### config.mk
export PLATFORM = sky130hd
export DESIGN_NAME = bp_hazard_unit
export DESIGN_NICKNAME = d
export VERILOG_FILES = /design/src/rtl/bp_hazard_unit.sv
export SDC_FILE = /design/constraint.sdc
export NUM_CORES = 1
export LEC_CHECK = 0
export ABC_AREA = 1
export ABC_CLOCK_PERIOD_IN_PS = 1680
export BUFFER_PORTS_ARGS = -buffer_cell sky130_fd_sc_hd__buf_2
export CORE_AREA = 5 5 49 68
export DETAILED_ROUTE_END_ITERATION = 7
export DIE_AREA = 0 0 54 73
export PLACE_DENSITY = 0.83
export SLEW_MARGIN = 10
export SYNTH_ARGS = -nofsm -noshare
export SYNTH_HDL_FRONTEND = slang
export SYNTH_SLANG_ARGS = --single-unit
### constraint.sdc
create_clock -name clk -period 1.68 [get_ports clk]
set_input_delay 0 -clock clk [delete_from_list [all_inputs] [get_ports clk]]
set_output_delay 0 -clock clk [all_outputs]
set_load 0.02 [all_outputs]
### src/rtl/bp_hazard_unit.sv
// Operand bypass select, load-use and multiply/divide-unit hazard detection for the decode stage.
// Optional stall performance counter is enabled by defining HAZ_PERF_CNT_EN.
module bp_hazard_unit #(
    parameter int unsigned AW      = 5,
    parameter int unsigned NSRC    = 2,
    parameter int unsigned NSTG    = 3,
    parameter int unsigned MDU_LAT = 4,
    localparam int unsigned SW     = $clog2(NSTG + 1)
) (
    input  logic                 clk,
    input  logic                 reset_n,
    input  logic [NSRC*AW-1:0]   src_addr,
    input  logic [NSRC-1:0]      src_valid,
    input  logic [NSTG*AW-1:0]   stg_rd,
    input  logic [NSTG-1:0]      stg_wen,
    input  logic                 stg1_is_load,
    input  logic                 mdu_start,
    input  logic [AW-1:0]        mdu_rd,
    output logic [NSRC*SW-1:0]   bp_sel,
    output logic                 stall,
    output logic                 mdu_busy,
    output logic                 mdu_err,
    output logic [15:0]          stall_cnt
);

    localparam int unsigned CW = $clog2(MDU_LAT);

    typedef enum logic {
        S_IDLE = 1'b0,
        S_BUSY = 1'b1
    } state_t;

    state_t           r_state;
    logic [CW-1:0]    r_cnt;
    logic [AW-1:0]    r_rd;
    logic             r_err;

    logic [NSRC*SW-1:0] w_bp_sel;
    logic               w_lu_haz;
    logic               w_mdu_haz;
    logic               w_stall;

    // Per-port bypass select plus both hazard sources; youngest matching stage wins.
    always_comb begin
        w_bp_sel  = '0;
        w_lu_haz  = 1'b0;
        w_mdu_haz = 1'b0;
        for (int p = 0; p < int'(NSRC); p++) begin
            if (src_addr[p*AW +: AW] != '0) begin
                for (int k = int'(NSTG); k >= 1; k--) begin
                    if (stg_wen[k-1] && (stg_rd[(k-1)*AW +: AW] == src_addr[p*AW +: AW])) begin
                        w_bp_sel[p*SW +: SW] = SW'(k);
                    end
                end
                if (src_valid[p]) begin
                    if (stg_wen[0] && stg1_is_load && (stg_rd[AW-1:0] == src_addr[p*AW +: AW])) begin
                        w_lu_haz = 1'b1;
                    end
                    if ((r_state == S_BUSY) && (r_rd == src_addr[p*AW +: AW])) begin
                        w_mdu_haz = 1'b1;
                    end
                end
            end
        end
    end

    assign w_stall = w_lu_haz | w_mdu_haz;

    // MDU tracker: issue only from IDLE; a start seen while BUSY is rejected with an error pulse.
    always_ff @(posedge clk or negedge reset_n) begin
        if (!reset_n) begin
            r_state <= S_IDLE;
            r_cnt   <= '0;
            r_rd    <= '0;
            r_err   <= 1'b0;
        end else begin
            r_err <= 1'b0;
            case (r_state)
                S_IDLE: begin
                    if (mdu_start) begin
                        r_state <= S_BUSY;
                        r_rd    <= mdu_rd;
                        r_cnt   <= CW'(MDU_LAT - 1);
                    end
                end
                S_BUSY: begin
                    r_err <= mdu_start;
                    if (r_cnt == '0) begin
                        r_state <= S_IDLE;
                    end else begin
                        r_cnt <= r_cnt - CW'(1);
                    end
                end
                default: r_state <= S_IDLE;
            endcase
        end
    end

`ifdef HAZ_PERF_CNT_EN
    logic [15:0] r_stall_cnt;

    // Saturating count of stalled cycles.
    always_ff @(posedge clk or negedge reset_n) begin
        if (!reset_n) begin
            r_stall_cnt <= '0;
        end else if (w_stall && (r_stall_cnt != 16'hFFFF)) begin
            r_stall_cnt <= r_stall_cnt + 16'd1;
        end
    end

    assign stall_cnt = r_stall_cnt;
`else
    assign stall_cnt = 16'd0;
`endif

    assign bp_sel   = w_bp_sel;
    assign stall    = w_stall;
    assign mdu_busy = (r_state == S_BUSY);
    assign mdu_err  = r_err;

endmodule

==> flow_summary.ini <==
[critical_path]
end_kind = primary output
worst_path_max_delay_cell = dfrtp_1
crit_arrival_ns = 1.31
crit_chain = inv_1 -> nand2_1 -> nand2_1 -> nor3_1 -> nand2_1 -> nand2_1 -> nand2_1 -> nand2_1 -> buf_2
reg2reg_depth = 7
ff2ff_setup_slack_ns = 0.53
r2r-end = r_cnt[1]$_DFFE_PN0P_
path_max_fanout = 3
r2r-start = r_cnt[1]$_DFFE_PN0P_
slowest_delay_ns = 0.35
cp_common_cell = nand2_1
required_ns = 1.68
crit_type = reg -> out
start_kind = flip-flop

[floorplanning]
start_util_pct = 46.1
rows = 23
die_area_um2 = 3940
die_y_um = 73
core_um2 = 2730
io_pins = 62
dieWidth_um = 54

[min_path]
holdPathStages = 3
worstHoldEndpoint = r_rd[4]$_DFFE_PN0P_
worstHoldStart = mdu_rd[4]
hp-class = in -> reg

[routing]
wl_per_cell_um = 10.6
viasPerCell = 4.60
via_count = 1408
routed_wl_um = 3260
drt_iter0_drc = 34
drc = 0
drtAntennaViolNets = 0
firstDrtPassIters = 4

[logic_synthesis]
synth_simple_gate_area_share_pct = 41.2
syn_area_per_cell_um2 = 5.66
yosys.area_share.adder_pct = 0.992
synth_mux_area_share_pct = 0
synth_area_um2 = 1260
syn_inst = 223
yosysSeqAreaShare_pct = 17.9
yosys.area_share.xor_xnor_pct = 6.94
synth_cell_type_count = 25
yosys_warnings = 0
synth-compound-area-share_pct = 10.2
synth_top_family_by_area = simple AND/OR/NAND/NOR gates
yosys_register_bits = 9

[power]
pwr-share-clk_pct = 19.9
p_int_uw = 716
p_leak_nw = 0.952
ir_drop_uv = 529
power_density_nw_per_um2 = 839
combPwrFrac_pct = 49.6
p_sw_uw = 553
seqPwrFrac_pct = 30.5
netSwitchingFraction_pct = 43.6

[clock_network]
cts-buffers-inserted = 3
post-cts-setup-buffers = 0
cts_tree = yes
clk_pin_slew_worst_paths_ns = 0.04
clock_latency_ns = 0.23
cts_root_buffer = clkbuf_8
cts.sinks = 9
cts.path.max_buffers = 2
h-tree-depth = 1

[timing]
rsz0062_at_grt = no
maxSlewViolCount = 0
max_freq_ghz = 0.761
period_minus_slack_ns = 1.31
setup_viol = 0
skew_ns = 0.00256
fin_crit_sh_pct = 78.2
hold_viol = 0
tns_ns = 0

[flow_run]
cap_violations = 0

[finish]
nets = 310
multi_input_area_um2 = 808
nFillCells = 298
finalCoreUtilization_pct = 55.3
diodes = 0
area_delta_synth_final_pct = 19.9
seq_area_um2 = 225
drive_above_1_share_pct = 23.0

[placement]
post-dp-hpwl_um = 2800
port_buffers = 45
gp_congestion = 0.870

[status]
outcome = finished clean

[grt]
grt.overflow.total = 0
track_usage_pct = 17.4
antenna_found_initial = 0
grt_max_degree = 12
grt_pass1_wl_um = 5060
grt_pass1_vias = 1289
[flip-flops by register name, indices dropped and copies added (netlist names)]
signal / cells
r_rd: 5
r_cnt: 2
mdu_busy: 1
mdu_err: 1
[worst max path at each step]
stage / from / to / slack (ns)
after floorplan: mdu_busy$_DFF_PN0_ / r_rd[0]$_DFFE_PN0P_ / 0.57
after global placement: mdu_busy$_DFF_PN0_ / r_cnt[0]$_DFFE_PN0P_ / 0.54
after detailed placement: mdu_busy$_DFF_PN0_ / r_cnt[0]$_DFFE_PN0P_ / 0.57
after CTS: r_rd[4]$_DFFE_PN0P_ / stall / 0.35
after global routing: r_rd[4]$_DFFE_PN0P_ / stall / 0.18
final: r_rd[4]$_DFFE_PN0P_ / stall / 0.37
[layer usage]
metal	GRT usage, %	wire (µm)
met4	11.1	105
met3	2.04	247
met2	31.8	1760
met5	0	0
met1	17.6	1150
[cells in the mapped netlist]
| library cell | n | share of area [%] |
|---|---|---|
| nand2_1 | 80 | 24 |
| inv_1 | 27 | 8.0 |
| nor2_1 | 23 | 6.8 |
| buf_4 | 17 | 10 |
| a21oi_1 | 12 | 4.8 |
| inv_2 | 10 | 3.0 |
| dfrtp_1 | 9 | 18 |
| xnor2_1 | 8 | 5.6 |
| nand3_1 | 6 | 2.4 |
| o21ai_0 | 6 | 2.4 |
| nand4_1 | 5 | 2.5 |
| o21ai_1 | 3 | 1.2 |
| buf_2 | 2 | 0.79 |
| nand3b_4 | 2 | 3.2 |
| or2_0 | 2 | 0.99 |
| xor2_1 | 2 | 1.4 |
| a21oi_4 | 1 | 1.3 |
| clkbuf_1 | 1 | 0.30 |
| clkinv_1 | 1 | 0.30 |
| conb_1 | 1 | 0.30 |
| ha_1 | 1 | 0.99 |
| nand2_2 | 1 | 0.50 |
| nand3b_1 | 1 | 0.60 |
| nor3_1 | 1 | 0.40 |
| o211ai_1 | 1 | 0.60 |
[placed cells by master, fill, tap and decap left out, types with 2 or more instances in the layout]
master,n
o21ai_0,6
dfrtp_1,9
or2_0,2
xor2_1,2
dlygate4sd3_1,2
clkbuf_8,3
xnor2_1,8
nand2_1,80
inv_1,27
a21oi_1,12
conb_1,16
nand3_1,6
inv_2,10
nand3b_4,2
o21ai_1,3
nor2_1,23
nand4_1,5
buf_2,45
[worst max-delay path, delay by kind of cell (launching register included)]
kind / cells / cell delay, ns
simple gates: 7 / 0.49
flops: 1 / 0.35
buf+inv: 2 / 0.23
[kinds of logic after synthesis]
kind of cell / Yosys count
compound gates: 23
xor+xnor: 10
fa+ha+maj: 1
buf+inv: 58
flops: 9
other cells: 1
simple gates: 121
[layout make-up]
| class | instances | share of cell area, % |
|---|---|---|
| clock buffer | 4 | 2.98 |
| timing repair buffer | 47 | 16.2 |
| sequential | 9 | 14.9 |
| tap | 37 | 3.06 |
| inverter | 38 | 9.43 |
| multi-input combinational | 171 | 53.4 |
[per-stage QoR]
stage / setup WS [ns] / total power [mW] / hold WS [ns] / instance area, µm² / std cells
after floorplan: 0.571 / 0.860 / -0.296 / 1320 / 238
after global placement: 0.544 / 0.999 / -0.141 / 1450 / 300
after detailed placement: 0.568 / 1.01 / -0.139 / 1450 / 300
after CTS: 0.346 / 1.28 / 0.0127 / 1510 / 306
after global routing: 0.178 / 1.39 / 0.0154 / 1510 / 306
final: 0.366 / 1.27 / 0.0131 / 1510 / 306
[power groups by stage]
stage / Clock [mW] / Combinational [mW] / Sequential (mW)
6_report: 0.252 / 0.630 / 0.387
5_1_grt: 0.266 / 0.715 / 0.406
4_1_cts: 0.255 / 0.637 / 0.388
3_5_place_dp: 0 / 0.623 / 0.390
3_3_place_gp: 0 / 0.612 / 0.387
2_1_floorplan: 0 / 0.458 / 0.402
[what timing repair did]
| action | in CTS | in global routing |
|---|---|---|
| gates resized for setup | 0 | 0 |
| endpoints found under the setup margin | 0 | 0 |
| hold buffers | 2 | 0 |
| hold endpoints to repair | 10 | 0 |
(Power assumes the default switching activity.)
